--- src/rtl/irq_ctrl.sv ---
`default_nettype none
// ============================================================================
//  Module      : irq_ctrl
//  Description : Interrupt controller with an enable register (IE) and a flag
//                register (IF), both CPU-accessible, per-source edge or level
//                triggering, fixed priority (source 0 highest), and a vectored
//                grant handshake.
//  Ports       : clk, rst (async, active low)
//                a/din/rd/wr  -> CPU register port, dout/sel combinational
//                int_req      -> peripheral requests (synchronous to clk)
//                ime/irq/ack  -> CPU interrupt handshake
//                vec/vec_valid-> service vector, one-cycle valid pulse
//                wake         -> HALT wake-up (ignores ime)
//                pending      -> current IF contents
//  Revision    : 1.0  initial release
// ============================================================================
module irq_ctrl #(
  parameter int unsigned        N_IRQ      = 5,
  parameter logic [15:0]        IE_ADDR    = 16'hFFFF,
  parameter logic [15:0]        IF_ADDR    = 16'hFF0F,
  parameter logic [N_IRQ-1:0]   EDGE_MASK  = {N_IRQ{1'b1}},
  parameter logic [15:0]        VEC_BASE   = 16'h0040,
  parameter int unsigned        VEC_STRIDE = 8
) (
  input  logic              clk,
  input  logic              rst,
  input  logic [15:0]       a,
  input  logic [7:0]        din,
  input  logic              rd,
  input  logic              wr,
  output logic [7:0]        dout,
  output logic              sel,
  input  logic [N_IRQ-1:0]  int_req,
  input  logic              ime,
  output logic              irq,
  input  logic              ack,
  output logic [15:0]       vec,
  output logic              vec_valid,
  output logic              wake,
  output logic [N_IRQ-1:0]  pending
);

  typedef enum logic [1:0] {
    ST_IDLE  = 2'd0,
    ST_PEND  = 2'd1,
    ST_GRANT = 2'd2
  } state_t;

  state_t            state_q, state_d;
  logic [N_IRQ-1:0]  ie_q, ie_d;
  logic [N_IRQ-1:0]  if_q, if_d;
  logic [N_IRQ-1:0]  req_prev_q, req_prev_d;
  logic [15:0]       vec_q, vec_d;
  logic              irq_q, irq_d;
  logic              vec_valid_q, vec_valid_d;

  logic [N_IRQ-1:0]  set_bits;
  logic [N_IRQ-1:0]  clr_bits;
  logic [N_IRQ-1:0]  en;
  logic [N_IRQ-1:0]  grant_oh;
  logic [2:0]        grant_idx;
  logic [15:0]       vec_calc;
  logic              ie_hit;
  logic              if_hit;

  // Only din[N_IRQ-1:0] carries register data; the rest is ignored on purpose.
  logic              unused_din;
  assign unused_din = ^din;

  assign ie_hit  = (a == IE_ADDR);
  assign if_hit  = (a == IF_ADDR);
  assign sel     = ie_hit | if_hit;
  assign en      = ie_q & if_q;
  assign wake    = |en;
  assign pending = if_q;
  assign irq       = irq_q;
  assign vec       = vec_q;
  assign vec_valid = vec_valid_q;

  // Edge sources fire on a 0->1 transition against last cycle's sample;
  // level sources fire every cycle the request is high.
  assign set_bits = (EDGE_MASK & int_req & ~req_prev_q) | (~EDGE_MASK & int_req);

  // Priority pick: scan from the top down so the lowest set bit wins.
  always_comb begin
    grant_idx = 3'd0;
    grant_oh  = '0;
    for (int i = N_IRQ - 1; i >= 0; i--) begin
      if (en[i]) begin
        grant_idx   = 3'(i);
        grant_oh    = '0;
        grant_oh[i] = 1'b1;
      end
    end
  end

  assign vec_calc = VEC_BASE + (16'(grant_idx) * 16'(VEC_STRIDE));

  // Grant FSM next-state and vector capture.
  always_comb begin
    state_d  = state_q;
    clr_bits = '0;
    vec_d    = vec_q;
    case (state_q)
      ST_IDLE: begin
        if (ime && (|en)) state_d = ST_PEND;
      end
      ST_PEND: begin
        // An ack always completes the handshake, even if the source vanished
        // in the meantime; in that case a null vector is handed out.
        if (ack) begin
          state_d = ST_GRANT;
          if (|en) begin
            clr_bits = grant_oh;
            vec_d    = vec_calc;
          end else begin
            vec_d    = 16'h0000;
          end
        end else if (!ime || (en == '0)) begin
          state_d = ST_IDLE;
        end
      end
      ST_GRANT: state_d = ST_IDLE;
      default:  state_d = ST_IDLE;
    endcase
    irq_d       = (state_d == ST_PEND);
    vec_valid_d = (state_d == ST_GRANT);
  end

  // Register file updates; set_bits is OR-ed last so a new request beats
  // both a grant clear and a CPU write of 0 to the same bit.
  always_comb begin
    req_prev_d = int_req;
    ie_d       = ie_q;
    if (wr && ie_hit) ie_d = din[N_IRQ-1:0];
    if (wr && if_hit) if_d = din[N_IRQ-1:0] | set_bits;
    else              if_d = (if_q & ~clr_bits) | set_bits;
  end

  // Read mux: unused IF bits read as 1, unused IE bits read as 0.
  always_comb begin
    dout = 8'h00;
    if (rd && if_hit) begin
      dout             = 8'hFF;
      dout[N_IRQ-1:0]  = if_q;
    end else if (rd && ie_hit) begin
      dout             = 8'h00;
      dout[N_IRQ-1:0]  = ie_q;
    end
  end

  always_ff @(posedge clk or negedge rst) begin
    if (!rst) begin
      state_q     <= ST_IDLE;
      ie_q        <= '0;
      if_q        <= '0;
      req_prev_q  <= '0;
      vec_q       <= 16'h0000;
      irq_q       <= 1'b0;
      vec_valid_q <= 1'b0;
    end else begin
      state_q     <= state_d;
      ie_q        <= ie_d;
      if_q        <= if_d;
      req_prev_q  <= req_prev_d;
      vec_q       <= vec_d;
      irq_q       <= irq_d;
      vec_valid_q <= vec_valid_d;
    end
  end

endmodule
`default_nettype wire

--- config.mk ---
export PLATFORM = sky130hd
export DESIGN_NAME = irq_ctrl
export DESIGN_NICKNAME = d
export VERILOG_FILES = /design/src/rtl/irq_ctrl.sv
export SDC_FILE = /design/constraint.sdc
export NUM_CORES = 1
export LEC_CHECK = 0
export CAP_MARGIN = 20
export CORE_AREA = 2 2 60 62
export CTS_CLUSTER_DIAMETER = 30
export DETAILED_ROUTE_END_ITERATION = 10
export DIE_AREA = 0 0 62 64
export PLACE_DENSITY = 0.74
export SYNTH_ARGS = -nofsm -noshare
export SYNTH_HDL_FRONTEND = slang
export SYNTH_SLANG_ARGS = --single-unit
--- constraint.sdc ---
create_clock -name clk -period 1.9 [get_ports clk]
set_input_delay 0.19 -clock clk [delete_from_list [all_inputs] [get_ports clk]]
set_output_delay 0.19 -clock clk [all_outputs]
set_load 0.005 [all_outputs]
==> flow_metrics.env <==
export IMPL_crit_top_cell="buf_6"
export IMPL_areaGrowthSynthToFinish_pct=63.9
export IMPL_grt_pass1_wl_um=5420
export IMPL_routed_wl_um=3300
export IMPL_core_um2=3280
export IMPL_p_per_area_nw_per_um2=430
export IMPL_die_y_um=64
export IMPL_cts_tree="built"
export IMPL_leakage_uw=0.000924
export IMPL_drtIter0Drc=30
export IMPL_synth_edff_count=0
export IMPL_post_route_period_util_pct=97.9
export IMPL_required_ns=1.71
export IMPL_fmax_mhz=538
export IMPL_utilization_pct=58.6
export IMPL_vias_per_cell=4.83
export IMPL_synth_ff_latch_count=23
export IMPL_cp_start_kind="input port"
export IMPL_maxCapViolations=0
export IMPL_vias=1160
export IMPL_path_clk_slew_ns=0.12
export IMPL_mostFrequentLayoutCells="clkdlybuf4s50_1 (26), buf_4 (26), dfrtp_1 (23)"
export IMPL_worstSetupPathType="input port to output port"
export IMPL_crit_arrival_ns=1.67
export IMPL_grt_use_total_pct=18.2
export IMPL_synth_ff_type="dfrtp_1"
export IMPL_worstReg2RegStart="ie_q[2]"
export IMPL_instances_no_fill=240
export IMPL_antenna_cells=0
export IMPL_ys_seq_area_share_pct=49.0
export IMPL_final_nets=230
export IMPL_timing_rr_end="pending[4]"
export IMPL_status="finished, final reports clean"
export IMPL_root_buffer="clkbuf_4"
export IMPL_ant_nets=0
export IMPL_hold_class="input port to asynchronous set/reset pin"
export IMPL_grt_start_max_net_pins=24
export IMPL_grt_pass1_vias=1216
export IMPL_initial_core_util_pct=35.7
export IMPL_drive_gt1_share_pct=30.9
export IMPL_hold_viol_final=0
export IMPL_setup_tns_final_ns=0
export IMPL_async_flop_share_pct=100
export IMPL_slowest_delay_ns=0.55
export IMPL_final_max_slew_violation_count=0
export IMPL_crit_buf_inv=3
export IMPL_io_buffers=52
export IMPL_ys_warn_count=0
export IMPL_period_needed_ns=1.86
export IMPL_finClkSkew_ns=0.000563
export IMPL_critPathSlowestCell="or4_4"
export IMPL_setup_violations=0
export IMPL_drcViolationCount=0
export IMPL_cp_depth=7
export IMPL_cts_buffers=3
export IMPL_fp_dieW_um=62
export IMPL_die_area_um2=3970
export IMPL_gr_total_overflow=0
export IMPL_placed_cells=221
export IMPL_r2r_cells=5
export IMPL_syn_area_per_cell_um2=10.4
export IMPL_antenna_found_initial=0
export IMPL_first_pass_iters=5
export IMPL_htree_levels=1
export IMPL_pin_count=68
export IMPL_ys_types=25
export IMPL_wire_per_inst_um=13.7
export IMPL_syn_area_um2=1170
export IMPL_end_kind="output port"
export IMPL_clock_sinks=23
export IMPL_num_fill_cells=278
export IMPL_crit_path_cell_trace="buf_6 -> or4_4 -> nor4_4 -> and2_4 -> buf_6 -> a22o_1 -> buf_2"
export IMPL_peakVddDrop_uv=307
export IMPL_critPathTopFamily="simple AND/OR/NAND/NOR gates"
export IMPL_clock_latency_ns=0.31
export IMPL_crit_fanout=4
export IMPL_gp_congestion=0.853
export IMPL_rrSetupSlack_ns=0.55
export IMPL_clock_path_buffers=2
export IMPL_dpl_hpwl_um=2370
export IMPL_num_rows=21
export IMPL_rsz0062_at_grt="true"
export IMPL_netlist_instances=113
-- cell families (layout without fill, tap and decap cells) --
group                  Yosys count  after routing  synth area share (%)
and+or+nand+nor                 29             29                  15.1
AOI/OAI and AO/OA               29             29                  17.6
buffers and inverters           26             96                  13.1
other                            1             12                 0.320
muxes                            5              5                  4.80
DFF                             23             23                  49.0
-- final cells by class --
type	count	area [um^2]	share of cell area [%]
Timing Repair Buffer	82	692	36.0
Sequential cell	23	576	29.9
Multi-Input combinational cell	75	534	27.8
Tap cell	46	57.6	2.99
Inverter	10	37.5	1.95
Clock buffer	4	26.3	1.37
-- worst max path at each step --
stage / slack [ns] / endpoint / startpoint
2_1_floorplan: 0.22 / dout[0] / a[5]
6_report: 0.04 / dout[2] / a[5]
5_1_grt: -0.02 / dout[1] / a[5]
3_5_place_dp: -0.76 / dout[1] / a[5]
3_3_place_gp: -0.69 / dout[1] / a[5]
4_1_cts: 0.03 / dout[2] / a[5]
-- stage by stage --
stage,setup WS [ns],hold WS [ns],area [um^2],total power (uW)
floorplan,0.220,-0.106,1210,540
global placement,-0.689,0.430,1790,610
detailed placement,-0.760,0.440,1790,614
CTS,0.0289,0.213,1930,834
global route,-0.0202,0.222,1920,864
finish,0.0405,0.206,1920,828
-- power breakdown --
group | total (uW) | internal [uW] | switching [uW]
sequential | 496 | 495 | 1.46
clock | 228 | 82.1 | 146
combinational | 103 | 59.8 | 43.6
total | 828 | 637 | 191
-- sequential cells by signal, summed over array words and instances (netlist names) --
register and count:
irq 1, req_prev_q 5, ie_q 5, pending 5, vec 4, vec_valid 1
state_q 2
-- Yosys cell counts (4+ instances only) --
cell	instances	area share, %
o21ai_1	6	2.6
nand2_1	12	3.8
buf_4	15	9.6
inv_1	10	3.2
a22o_1	6	4.5
nand4_1	4	2.1
a32oi_1	6	4.5
o21ai_0	4	1.7
o31ai_1	4	2.6
dfrtp_1	23	49
-- metal layers --
| metal | part of all wire, % | track usage (%) | vias up |
|---|---|---|---|
| li1 | - | - | 548 |
| met1 | 41 | 23.2 | 549 |
| met2 | 50 | 30.7 | 58 |
| met3 | 7.5 | 3.24 | 5 |
| met4 | 1.3 | 4.79 | 0 |
| met5 | 0 | 0 | - |
-- what timing repair did --
action / 4_1_cts / 5_1_grt
pin swaps: 14 / 5
resized for setup: 69 / 7
hold buffers: 0 / 0
setup buffers: 15 / 0
endpoints found under the setup margin: 10 / 7
(Power assumes the default switching activity.)
